==> config.mk <==
export PLATFORM = sky130hd
export DESIGN_NAME = mdr_divider_flat
export DESIGN_NICKNAME = d
export VERILOG_FILES = /design/src/rtl/mdr_divider_pkg.sv /design/src/rtl/mdr_divider_if.sv /design/src/rtl/mdr_divider_step.sv /design/src/rtl/mdr_divider.sv /design/src/flat_wrapper.sv
export SDC_FILE = /design/constraint.sdc
export NUM_CORES = 1
export LEC_CHECK = 0
export ABC_AREA = 1
export CORE_AREA = 3 3 95 106
export CTS_CLUSTER_DIAMETER = 60
export DETAILED_ROUTE_END_ITERATION = 6
export DIE_AREA = 0 0 98 109
export PLACE_DENSITY_LB_ADDON = 0.25
export SLEW_MARGIN = 15
export SYNTH_ARGS = -nofsm -noshare
export SYNTH_HDL_FRONTEND = slang
export SYNTH_SLANG_ARGS = --single-unit
export TNS_END_PERCENT = 10
==> constraint.sdc <==
create_clock -name clk -period 3.1 [get_ports clk]
set_input_delay 0.465 -clock clk [delete_from_list [all_inputs] [get_ports clk]]
set_output_delay 0.465 -clock clk [all_outputs]
set_load 0.02 [all_outputs]
==> src/rtl/mdr_divider_pkg.sv <==
// Shared types and constants for the MDR divider slice.
// No logic; types only.
// Consumers import with pkg_system_mdr::*.
package pkg_system_mdr;

  localparam int MDR_DW = 16;

  typedef logic [MDR_DW-1:0] data_in_t;

  typedef enum logic [1:0] {
    IDLE,
    CALC,
    FIX
  } mdr_div_state_t;

endpackage

==> src/rtl/mdr_divider_if.sv <==
// Start/operand/result bundle between a requester and mdr_divider.
// No logic; wiring only.
// Requester holds no backpressure: start is accepted only while the divider is idle.
interface mdr_divider_if #(parameter int DW = pkg_system_mdr::MDR_DW);

  logic          i_start;
  logic [DW-1:0] i_dividend;
  logic [DW-1:0] i_divisor;
  logic          o_busy;
  logic          o_done;
  logic [DW-1:0] o_quotient;
  logic [DW-1:0] o_remainder;
  logic          o_err;

  modport master (
    output i_start, i_dividend, i_divisor,
    input  o_busy, o_done, o_quotient, o_remainder, o_err
  );

  modport slave (
    input  i_start, i_dividend, i_divisor,
    output o_busy, o_done, o_quotient, o_remainder, o_err
  );

endinterface

==> src/rtl/mdr_divider_step.sv <==
// One restoring-division iteration: shift in a dividend bit, trial-subtract.
// Purely combinational, zero latency.
// No handshake; the caller sequences it once per clock.
module mdr_div_step #(
  parameter int DW = 16
) (
  input  logic [DW:0]   rem_in,
  input  logic          bit_in,
  input  logic [DW-1:0] divisor,
  output logic [DW:0]   rem_out,
  output logic          q_bit
);

  logic [DW:0] shifted;
  logic [DW:0] diff;

  // The partial remainder is always below the divisor, so the shifted value
  // fits in DW+1 bits and the MSB of the difference is a reliable sign bit.
  always_comb begin
    shifted = {rem_in[DW-1:0], bit_in};
    diff    = shifted - {1'b0, divisor};
    if (!diff[DW]) begin
      rem_out = diff;
      q_bit   = 1'b1;
    end else begin
      rem_out = shifted;
      q_bit   = 1'b0;
    end
  end

endmodule

==> src/rtl/mdr_divider.sv <==
// Sequential restoring divider, one quotient bit per clock; MDR_SIGNED_EN selects two's complement operands.
// Latency DW+1 cycles from accepted start to o_done, independent of operands; one op per DW+2 cycles.
// No backpressure: i_start is sampled only in IDLE and ignored while busy; results held until next completion.
module mdr_divider
  import pkg_system_mdr::*;
#(
  parameter int DW = MDR_DW
) (
  input  logic           clk,
  input  logic           rst,
  mdr_divider_if.slave   bus
);

  localparam int CW = $clog2(DW);

  mdr_div_state_t state, state_nxt;

  logic [DW-1:0] dvd_q;      // dividend bits shift out the top, quotient bits shift in the bottom
  logic [DW-1:0] dvs_q;
  logic [DW-1:0] raw_dvd_q;  // dividend as received, reported on divide-by-zero
  logic [DW:0]   prem_q;
  logic [CW-1:0] cnt_q;
  logic          dz_q;

  logic          busy_q, done_q, err_q;
  logic [DW-1:0] quo_q, rem_q;

  logic [DW:0]   step_rem;
  logic          step_q;

  logic [DW-1:0] cap_dvd, cap_dvs;
  logic [DW-1:0] fix_quo, fix_rem;
  logic          fix_err;

`ifdef MDR_SIGNED_EN
  logic neg_q_q, neg_r_q, ovf_q;
`endif

  mdr_div_step #(.DW(DW)) u_step (
    .rem_in  (prem_q),
    .bit_in  (dvd_q[DW-1]),
    .divisor (dvs_q),
    .rem_out (step_rem),
    .q_bit   (step_q)
  );

  // State register.
  always_ff @(posedge clk or negedge rst) begin
    if (!rst) state <= IDLE;
    else      state <= state_nxt;
  end

  // Next-state logic: fixed DW CALC cycles regardless of operands.
  always_comb begin
    state_nxt = state;
    case (state)
      IDLE: if (bus.i_start) state_nxt = CALC;
      CALC: if (cnt_q == CW'(DW - 1)) state_nxt = FIX;
      FIX:  state_nxt = IDLE;
      default: state_nxt = IDLE;
    endcase
  end

  // Operand magnitudes presented to the unsigned iteration core.
  always_comb begin
    cap_dvd = bus.i_dividend;
    cap_dvs = bus.i_divisor;
`ifdef MDR_SIGNED_EN
    if (bus.i_dividend[DW-1]) cap_dvd = ~bus.i_dividend + 1'b1;
    if (bus.i_divisor[DW-1])  cap_dvs = ~bus.i_divisor + 1'b1;
`endif
  end

  // Final result: sign correction, then error overrides (divide-by-zero wins).
  always_comb begin
    fix_quo = dvd_q;
    fix_rem = prem_q[DW-1:0];
    fix_err = 1'b0;
`ifdef MDR_SIGNED_EN
    if (neg_q_q) fix_quo = ~dvd_q + 1'b1;
    if (neg_r_q) fix_rem = ~prem_q[DW-1:0] + 1'b1;
    if (ovf_q) begin
      fix_quo = {1'b1, {(DW-1){1'b0}}};
      fix_rem = '0;
      fix_err = 1'b1;
    end
`endif
    if (dz_q) begin
      fix_quo = '1;
      fix_rem = raw_dvd_q;
      fix_err = 1'b1;
    end
  end

  // Datapath and registered outputs.
  always_ff @(posedge clk or negedge rst) begin
    if (!rst) begin
      dvd_q     <= '0;
      dvs_q     <= '0;
      raw_dvd_q <= '0;
      prem_q    <= '0;
      cnt_q     <= '0;
      dz_q      <= 1'b0;
      busy_q    <= 1'b0;
      done_q    <= 1'b0;
      err_q     <= 1'b0;
      quo_q     <= '0;
      rem_q     <= '0;
`ifdef MDR_SIGNED_EN
      neg_q_q   <= 1'b0;
      neg_r_q   <= 1'b0;
      ovf_q     <= 1'b0;
`endif
    end else begin
      done_q <= 1'b0;
      case (state)
        IDLE: begin
          if (bus.i_start) begin
            dvd_q     <= cap_dvd;
            dvs_q     <= cap_dvs;
            raw_dvd_q <= bus.i_dividend;
            prem_q    <= '0;
            cnt_q     <= '0;
            dz_q      <= (bus.i_divisor == '0);
            busy_q    <= 1'b1;
`ifdef MDR_SIGNED_EN
            neg_q_q   <= bus.i_dividend[DW-1] ^ bus.i_divisor[DW-1];
            neg_r_q   <= bus.i_dividend[DW-1];
            ovf_q     <= (bus.i_dividend == {1'b1, {(DW-1){1'b0}}}) && (bus.i_divisor == '1);
`endif
          end
        end
        CALC: begin
          prem_q <= step_rem;
          dvd_q  <= {dvd_q[DW-2:0], step_q};
          cnt_q  <= cnt_q + 1'b1;
        end
        FIX: begin
          quo_q  <= fix_quo;
          rem_q  <= fix_rem;
          err_q  <= fix_err;
          done_q <= 1'b1;
          busy_q <= 1'b0;
        end
        default: ;
      endcase
    end
  end

  assign bus.o_busy      = busy_q;
  assign bus.o_done      = done_q;
  assign bus.o_quotient  = quo_q;
  assign bus.o_remainder = rem_q;
  assign bus.o_err       = err_q;

endmodule

==> src/flat_wrapper.sv <==
// flat-port wrapper written by rule: the top's interface ports become plain ports
module mdr_divider_flat import pkg_system_mdr::*;
#(
  parameter int DW = MDR_DW
)
  (clk, rst, bus_i_start, bus_i_dividend, bus_i_divisor, bus_o_busy, bus_o_done, bus_o_quotient, bus_o_remainder, bus_o_err);
  mdr_divider_if #(.DW(DW)) bus_i ();
  input  logic clk;
  input  logic rst;
  input wire logic [$bits(bus_i.i_start)-1:0] bus_i_start;
  input wire logic [$bits(bus_i.i_dividend)-1:0] bus_i_dividend;
  input wire logic [$bits(bus_i.i_divisor)-1:0] bus_i_divisor;
  output wire logic [$bits(bus_i.o_busy)-1:0] bus_o_busy;
  output wire logic [$bits(bus_i.o_done)-1:0] bus_o_done;
  output wire logic [$bits(bus_i.o_quotient)-1:0] bus_o_quotient;
  output wire logic [$bits(bus_i.o_remainder)-1:0] bus_o_remainder;
  output wire logic [$bits(bus_i.o_err)-1:0] bus_o_err;
  assign bus_i.i_start = bus_i_start;
  assign bus_i.i_dividend = bus_i_dividend;
  assign bus_i.i_divisor = bus_i_divisor;
  assign bus_o_busy = bus_i.o_busy;
  assign bus_o_done = bus_i.o_done;
  assign bus_o_quotient = bus_i.o_quotient;
  assign bus_o_remainder = bus_i.o_remainder;
  assign bus_o_err = bus_i.o_err;
  mdr_divider #(.DW(DW)) u_core (.clk(clk), .rst(rst), .bus(bus_i));
endmodule
==> results.py, run 1 <==
metrics = {
    "logic_synthesis": {
        "synth.yosys.warnings": 0,
        "ys_ff_latch": 106,
        "ys.flop_type": "dfrtp_1",
        "synth_area_um2": 5430,
        "synth.largest_area_cell": "dfrtp_1",
        "synthArstFlopShare": 1.00,
        "synth.top_cell.area_share": 0.489,
        "yosysUniqueCellTypes": 33,
        "seq_area_frac_synth": 0.489,
        "syn_area_per_cell_um2": 7.82,
        "synth_area_leaders": "dfrtp_1, nand2_1, inv_1, o21ai_0, ha_1",
        "synth_fp_nets": 747,
        "synth-edff-count": 0,
        "syn-instance-count": 694,
    },
    "timing": {
        "hold_viol": 0,
        "timing.slew.headroom": 0.474,
        "maxSlewViolCount": 0,
        "rsz0062_at_grt": "no",
        "fin_crit_ns": 2.26,
        "setup_viol": 0,
        "fin_setup_tns_ns": 0,
        "max_clock_freq_mhz": 443,
        "fin_hold_ws_ns": 0.0387,
        "worst_slew_pin_slew_ns": 0.787,
        "fin_skew_ns": 0.0132,
        "period_share": 0.728,
    },
    "die": {
        "die_h_um": 109,
        "rows": 36,
        "ios": 70,
        "initial_core_util": 0.606,
        "die_w_um": 98,
        "die-area_um2": 10700,
        "design.core.area_um2": 8960,
    },
    "pwr": {
        "power.density_nw_per_um2": 1150,
        "p_leak_nw": 3.29,
        "vdd_drop_max_uv": 591,
    },
    "global_route": {
        "grt_pass1_vias": 4625,
        "antenna_found_initial": 0,
        "grt_pass1_wl_um": 22300,
        "track_usage": 0.263,
        "grt_overflow": 0,
        "grt_max_degree": 70,
    },
    "hold_path": {
        "hold_path_class": "input port to async pin",
    },
    "clocking": {
        "post_cts.repair.setup_buffers": 0,
        "cts_htree_levels": 3,
        "clockBufferDepth": 2,
        "holdBufCountCts": 0,
        "root_buffer": "clkbuf_8",
        "cts_resized": 0,
        "clkSlewWorstSetupHoldPaths_ns": 0.10,
        "cts.sinks": 106,
        "cts_tree": "built",
        "clk_latency_ns": 0.38,
        "numCtsBuffers": 9,
    },
    "placed_design": {
        "place.gp.congestion": 0.931,
        "placed_cell_area_um2": 6210,
        "dp.cells": 862,
        "place_hpwl_um": 9550,
        "numPortBuffers": 69,
    },
    "status": {
        "status": "complete, no violations",
    },
    "finish": {
        "layout_common_cells": "nand2_1, dfrtp_1, inv_1, clkdlybuf4s50_1, o21ai_0",
        "layout-drive-gt1-share": 0.0655,
        "fillerInstances": 725,
        "antenna_cells": 0,
        "stdcell_count": 877,
        "mostFrequentLayoutCell": "nand2_1",
        "design_area_um2": 6390,
        "fin_nets": 812,
        "syn_to_final_growth_pct": 17.7,
    },
    "drt": {
        "drtAntennaViolNets": 0,
        "viasPerCell": 5.45,
        "vias": 4777,
        "wl_per_cell_um": 15.1,
        "drtPass1Iterations": 5,
        "routed_wl_um": 13200,
        "route.detailed.drc": 0,
        "drtIter0Drc": 372,
    },
    "worst_setup_path": {
        "critPathLaunchType": "flop",
        "end_kind": "flop",
        "critPathArrivalTime_ns": 2.53,
        "critPathKind": "flop to flop",
        "worstPathRequired_ns": 3.37,
        "r2r-start": "u_core.dvd_q[15]",
        "cp_max_fo": 14,
        "startpoint": "u_core.dvd_q[15]",
    },
    "flow_run": {
        "drv_cap": 0,
    },
}
## critical path: stages (launching register included)
cell and delay (ns):
dfrtp_1 0.37, inv_1 0.13, ha_1 0.17, inv_1 0.07, fa_1 0.40, nand2_1 0.09, nand2_2 0.08, nand3_2 0.08
nand2_2 0.08, nand2_2 0.09, nand3_1 0.08, nand2_2 0.27, nand2_1 0.10, nand3_1 0.10, nand2_1 0.05
## sequential cells by signal (all words and copies together), names as in the netlist, 2 cells and up
register and cells:
u_core.bus.o_remainder 16, u_core.raw_dvd_q 16, u_core.dvd_q 16, u_core.bus.o_quotient 16
u_core.cnt_q 4, u_core.dvs_q 16, u_core.state 2, u_core.prem_q 16
## final cells by class
type | instances | area [um2] | area share
sequential | 106 | 2650 | 0.415
tap | 114 | 143 | 0.0223
clock inverter | 5 | 42.5 | 0.00666
multi-input combinational | 463 | 2270 | 0.356
clock buffer | 10 | 138 | 0.0215
timing repair buffer | 76 | 753 | 0.118
inverter | 103 | 387 | 0.0605
## logic make-up (layout without fill, tap and decap cells)
kind of cell    after synthesis  in the layout  share of synthesized area
compound gates               97             97                      0.103
xor+xnor                      8              8                     0.0129
fa+ha+maj                    18             18                     0.0429
buf+inv                     125            194                     0.0929
flops                       106            106                      0.489
simple gates                340            340                      0.260
## cells in the mapped netlist, types with 2 or more instances
master,instances
nand2_1,237
dfrtp_1,106
inv_1,98
o21ai_0,52
nor2_1,45
nand3_1,26
a21oi_1,25
ha_1,17
o221ai_1,15
clkbuf_1,13
nand2_2,12
xnor2_1,6
buf_2,4
inv_2,4
nand4_1,4
buf_4,3
nand3_2,3
nand3b_1,3
nor2_2,3
nor3_1,3
a21oi_2,2
xor2_1,2
## where the power goes
group,leakage [nW],internal [W],switching (W)
logic,1.93,0.00155,0.00262
registers,1.26,0.00195,0.000399
clock network,0.0909,0.000316,0.000492
total,3.29,0.00381,0.00351
## metal layers
| metal | track usage | vias up | share of wire |
|---|---|---|---|
| li1 | - | 2301 | - |
| met1 | 0.358 | 2284 | 0.45 |
| met2 | 0.429 | 158 | 0.48 |
| met3 | 0.0461 | 34 | 0.051 |
| met4 | 0.0950 | 0 | 0.025 |
| met5 | 0 | - | 0 |
## final timing paths
check                                      endpoint  slack [ns]  cells past startpoint
setup / recovery                   u_core.prem_q[1]        0.84                     14
hold reg to reg                    u_core.dvs_q[11]        0.49                      2
hold / removal             u_core.bus.o_quotient[3]        0.04                      1
setup reg to reg                   u_core.prem_q[1]        0.84                     14
min in group clk                   u_core.dvs_q[11]        0.49                      2
max in group asynchronous           u_core.dvs_q[6]        2.32                      2
## through the flow
stage	total power [W]	utilization	setup slack [ns]
floorplan	0.00544	-	1.08
global placement	0.00631	0.692	0.935
detailed placement	0.00649	0.692	0.874
CTS	0.00730	0.713	0.856
global route	0.00804	0.713	0.592
finish	0.00732	0.713	0.844
(Power assumes the default switching activity.)
==> inputs of run 2 (changes only) <==
Settings changed: CORE_AREA 3 3 95 106 to 3 3 104 116, DIE_AREA 0 0 98 109 to 0 0 107 119.
Clock period 3.1 ns to 1.8 ns, I/O delays scaled along.
==> run 2 against run 1 <==
- the run now ends with setup timing left
- critical path type unchanged
- cell count grew 10%
- combinational power grew 130%
- highest routed layer unchanged
- sequential power grew 67%
- critical endpoint is now u_core.prem_q[14]
==> results.py, run 2 (synthesis results as in run 1) <==
metrics = {
    "finish": {
        "syn_to_final_growth_pct": 32.6,
        "antenna_cells": 0,
        "layout-drive-gt1-share": 0.156,
        "fin_nets": 870,
        "mostFrequentLayoutCell": "nand2_1",
        "fin_util": 0.657,
        "layout_common_cells": "nand2_1, dfrtp_1, inv_1, clkdlybuf4s50_1, buf_4",
    },
    "pwr": {
        "p_sw_w": 0.00712,
        "vdd_drop_max_uv": 1020,
        "combPwrFrac": 0.612,
        "clockPowerShare": 0.140,
        "power.density_nw_per_um2": 2190,
        "p_leak_nw": 3.69,
        "fin_total_pwr_w": 0.0157,
        "switching_share": 0.452,
        "cellInternalPower_w": 0.00862,
        "pwr-share-seq": 0.248,
    },
    "worst_setup_path": {
        "end_kind": "flop",
        "cp_max_fo": 3,
        "worstPathRequired_ns": 2.04,
        "critPathKind": "flop to flop",
        "crit_path_cell_trace": "inv_2, ha_4, inv_2, fa_2, nand2_2, nand2_2, buf_4, nand3b_1, nand2_2, nand2_2, nand2_1, nand2_1, nand2_1, nand2_1, nand2_1, nand2_1, nand2_1",
        "crit_buf_inv": 3,
        "slowest_stage": "dfrtp_1",
        "critPathLaunchType": "flop",
        "cp_top_family": "simple AND/OR/NAND/NOR gates",
        "critPathArrivalTime_ns": 2.31,
        "reg2reg_slack_ns": -0.27,
        "cpMostUsedCell": "nand2_1",
        "critPathMaxStageDelay_ns": 0.39,
    },
    "timing": {
        "hold_viol": 0,
        "setup_viol": 17,
        "rsz0062_at_grt": "yes",
        "period_share": 1.15,
        "fin_setup_tns_ns": -3.68,
        "layout_setup_ws_ns": -0.272,
        "fin_hold_ws_ns": 0.417,
        "max_clock_freq_mhz": 483,
        "fin_crit_ns": 2.07,
        "fin_skew_ns": 0.00968,
        "maxSlewViolCount": 0,
        "timing.slew.headroom": 0.667,
        "worst_slew_pin_slew_ns": 0.497,
    },
    "global_route": {
        "track_usage": 0.239,
        "antenna_found_initial": 0,
        "grt_pass1_vias": 5083,
        "grt_overflow": 0,
        "grt_pass1_wl_um": 24200,
        "grt_max_degree": 43,
    },
    "clocking": {
        "cts_tree": "built",
        "clockBufferDepth": 2,
        "clkSlewWorstSetupHoldPaths_ns": 0.07,
        "numCtsBuffers": 9,
        "root_buffer": "clkbuf_16",
        "clk_latency_ns": 0.35,
        "cts_htree_levels": 3,
        "cts.sinks": 106,
    },
    "die": {
        "rows": 40,
        "die_h_um": 119,
        "ios": 70,
        "design.core.area_um2": 11000,
        "initial_core_util": 0.495,
        "die-area_um2": 12700,
        "die_w_um": 107,
    },
    "placed_design": {
        "place.gp.congestion": 0.905,
        "numPortBuffers": 69,
        "place_hpwl_um": 10600,
    },
    "drt": {
        "route.detailed.drc": 0,
        "viasPerCell": 5.15,
        "routed_wl_um": 14700,
        "drtPass1Iterations": 5,
        "drtAntennaViolNets": 0,
        "drtIter0Drc": 238,
        "vias": 4995,
        "wl_per_cell_um": 15.1,
    },
    "status": {
        "violations": "setup timing",
        "status": "complete, but fails checks",
    },
    "flow_run": {
        "drv_cap": 0,
    },
    "hold_path": {
        "hold_path_class": "input port to async pin",
    },
}
-- run 2: repair_timing --
item | 4_1_cts | 5_1_grt
pin swaps | 6 | 10
gates cloned | 3 | 0
hold buffers | 1 | 0
endpoints found under the hold margin | 33 | 0
buffers inserted | 0 | 1
resized for setup | 15 | 12
setup endpoints to repair | 17 | 17
-- run 2: power by group through the flow --
stage                     Sequential [W]  Combinational, W  Clock, W
final                            0.00390           0.00963   0.00220
after global routing             0.00400            0.0106   0.00230
after CTS                        0.00390           0.00921   0.00222
after detailed placement         0.00393           0.00860         0
after global placement           0.00388           0.00837         0
after floorplan                  0.00404           0.00539         0
-- run 2: per-stage QoR --
| step | setup WS (ns) | cell area [um2] | cells |
|---|---|---|---|
| 6_report | -0.272 | 7200 | 969 |
| 5_1_grt | -0.407 | 7200 | 969 |
| 4_1_cts | -0.204 | 7140 | 968 |
| 3_5_place_dp | -0.274 | 6700 | 948 |
| 3_3_place_gp | -0.195 | 6700 | 948 |
| 2_1_floorplan | -0.0806 | 5450 | 694 |
-- run 2: layer usage --
| layer | GRT usage | wire length [um] |
|---|---|---|
| met1 | 0.302 | 6240 |
| met5 | 0 | 0 |
| met4 | 0.0927 | 361 |
| met2 | 0.414 | 7440 |
| met3 | 0.0314 | 616 |
-- run 2: worst paths after layout --
path / start / endpoint / depth (start not counted)
max in group asynchronous: rst / u_core.dvs_q[9] / 3
worst max-delay path: u_core.dvd_q[15] / u_core.prem_q[14] / 17
worst max register to register: u_core.dvd_q[15] / u_core.prem_q[14] / 17
min in group clk: bus_i_dividend[10] / u_core.raw_dvd_q[10] / 3
worst min-delay path: rst / u_core.bus.o_quotient[2] / 2
worst min register to register: u_core.dvs_q[4] / u_core.dvs_q[4] / 2
-- run 2: area by class of cell --
| cell class | count | area [um2] |
|---|---|---|
| Sequential cell | 106 | 2650 |
| Inverter | 103 | 387 |
| Tap cell | 147 | 184 |
| Clock buffer | 10 | 239 |
| Timing Repair Buffer | 131 | 1190 |
| Multi-Input combinational cell | 466 | 2450 |
| Fill cell | 901 | 3760 |
| Clock inverter | 6 | 93.8 |
==> inputs of run 3 (changes only) <==
Settings changed: MAX_ROUTING_LAYER from default to met4.
==> run 3 against run 2 <==
- the flow still finishes with violations (setup timing)
- non-clock buffer count decreased by 2
- global-route usage increased by 0.46 points
- largest power group unchanged
- clock power decreased by 15%
- final area decreased by 0.78%
- largest cell class unchanged
==> results.py, run 3 (synthesis results as in run 1) <==
metrics = {
    "drt": {
        "route.detailed.drc": 0,
        "wl_per_cell_um": 14.8,
        "drtPass1Iterations": 5,
        "drtIter0Drc": 253,
        "routed_wl_um": 14300,
        "viasPerCell": 5.10,
        "drtAntennaViolNets": 0,
        "vias": 4930,
    },
    "flow_run": {
        "drv_cap": 0,
    },
    "clocking": {
        "cts_htree_levels": 3,
        "cts.sinks": 106,
        "cts_tree": "built",
        "clkSlewWorstSetupHoldPaths_ns": 0.08,
        "post_cts.repair.setup_buffers": 0,
        "numCtsBuffers": 9,
        "clk_latency_ns": 0.35,
        "clockBufferDepth": 2,
        "root_buffer": "clkbuf_16",
    },
    "finish": {
        "fillerInstances": 911,
        "layout-drive-gt1-share": 0.155,
        "antenna_cells": 0,
        "mostFrequentLayoutCell": "nand2_1",
        "fin_nets": 868,
        "layout_common_cells": "nand2_1, dfrtp_1, inv_1, clkdlybuf4s50_1, buf_4",
        "syn_to_final_growth_pct": 31.6,
        "fin_util": 0.652,
    },
    "pwr": {
        "clockPowerShare": 0.123,
        "switching_share": 0.458,
        "p_sw_w": 0.00699,
        "pwr-share-seq": 0.258,
        "cellInternalPower_w": 0.00827,
        "power.density_nw_per_um2": 2140,
        "p_leak_nw": 3.65,
        "vdd_drop_max_uv": 1340,
        "combPwrFrac": 0.618,
    },
    "worst_setup_path": {
        "cpMostUsedCell": "nand2_1",
        "path_depth": 11,
        "worstPathRequired_ns": 2.04,
        "cp_top_family": "simple AND/OR/NAND/NOR gates",
        "end_kind": "flop",
        "slowest_stage": "dfrtp_1",
        "critPathMaxStageDelay_ns": 0.41,
        "critPathArrivalTime_ns": 2.27,
        "r2r_cells": 11,
        "startpoint": "u_core.prem_q[9]",
        "crit_end": "u_core.prem_q[10]",
        "crit_path_cell_trace": "ha_1, nand2_2, inv_2, nand2_1, nand2_1, a21oi_4, nand3_4, nand2_4, nand2_1, nand3_1, nand2_1",
        "critPathLaunchType": "flop",
        "reg2reg_to": "u_core.prem_q[10]",
        "critPathKind": "flop to flop",
        "r2r-start": "u_core.prem_q[9]",
        "crit_buf_inv": 1,
        "cp_max_fo": 4,
        "reg2reg_slack_ns": -0.23,
    },
    "timing": {
        "fin_setup_tns_ns": -2.95,
        "setup_viol": 17,
        "fin_crit_ns": 2.03,
        "layout_setup_ws_ns": -0.229,
        "worst_slew_pin_slew_ns": 0.494,
        "rsz0062_at_grt": "yes",
        "hold_viol": 0,
        "maxSlewViolCount": 0,
        "fin_skew_ns": 0.00668,
        "max_clock_freq_mhz": 493,
        "timing.slew.headroom": 0.668,
        "period_share": 1.13,
        "fin_hold_ws_ns": 0.318,
    },
    "global_route": {
        "track_usage": 0.243,
        "grt_overflow": 0,
        "grt_max_degree": 43,
        "grt_pass1_vias": 4872,
        "antenna_found_initial": 0,
        "grt_pass1_wl_um": 23700,
    },
    "die": {
        "design.core.area_um2": 11000,
        "initial_core_util": 0.495,
        "die-area_um2": 12700,
        "ios": 70,
        "die_w_um": 107,
        "die_h_um": 119,
        "rows": 40,
    },
    "placed_design": {
        "numPortBuffers": 69,
        "pre_cts_slack_ns": -0.273,
        "place_hpwl_um": 10500,
        "place.gp.congestion": 0.925,
    },
    "status": {
        "status": "complete, but fails checks",
        "violations": "setup timing",
    },
    "hold_path": {
        "hold_path_class": "input port to async pin",
    },
}
==> run 3: cell types whose count changed in the layout (fill, tap and decap cells not counted), sizes merged <==
| cell | before | now |
|---|---|---|
| buf | 62 | 60 |
| bufinv | 2 | 0 |
| clkbuf | 10 | 9 |
| clkinv | 2 | 4 |
==> run 3: repair_timing <==
action                                  in CTS  in global routing
resized for setup                           14                 14
endpoints found under the hold margin       12                  0
endpoints found under the setup margin      17                 17
pin swaps                                    5                  4
hold buffers                                 1                  0
gates cloned                                 2                  1
==> run 3: worst register-to-register path: cells and delay by family (launching register included) <==
family / cells / cell delay (ns)
AND/OR/NAND/NOR: 8 / 0.87
flip-flops: 1 / 0.41
adder cells (fa/ha/maj): 1 / 0.34
AO/OA/AOI/OAI: 1 / 0.27
buffers and inverters: 1 / 0.04
==> run 3: how the worst min path moves through the flow <==
stage | cells past startpoint | from | endpoint | slack [ns]
after floorplan | 0 | rst | u_core.bus.o_busy | -0.03
after global placement | 1 | rst | u_core.bus.o_quotient[2] | 0.14
after detailed placement | 1 | rst | u_core.bus.o_quotient[3] | 0.15
after CTS | 2 | rst | u_core.dvd_q[7] | 0.32
after global routing | 2 | rst | u_core.dvd_q[7] | 0.33
final | 2 | rst | u_core.bus.o_quotient[6] | 0.32
==> run 3: power by group through the flow <==
stage / Combinational, W / Clock (W) / Sequential (W)
global route: 0.0106 / 0.00200 / 0.00404
global placement: 0.00837 / 0 / 0.00393
CTS: 0.00904 / 0.00191 / 0.00393
floorplan: 0.00539 / 0 / 0.00404
finish: 0.00944 / 0.00188 / 0.00394
detailed placement: 0.00852 / 0 / 0.00396
==> run 3: area by class of cell <==
cell class                 instances  area, um2  share of cell area
inverter                         103        387              0.0541
multi-input combinational        466       2460               0.345
clock inverter                     6       50.0             0.00701
clock buffer                       9        225              0.0315
timing repair buffer             129       1180               0.165
tap                              147        184              0.0258
sequential                       106       2650               0.371
==> run 3: metal layers <==
layer,track usage,routed length (um)
met2,0.401,7190
met4,0.0671,201
met5,-,0
met3,0.0379,659
met1,0.315,6210
==> run 3: through the flow <==
step                      instance area, um2  total power, W  cells
after floorplan                         5450         0.00943    694
after global placement                  6690          0.0123    947
after detailed placement                6690          0.0125    947
after CTS                               7060          0.0149    965
after global routing                    7140          0.0166    966
final                                   7140          0.0153    966
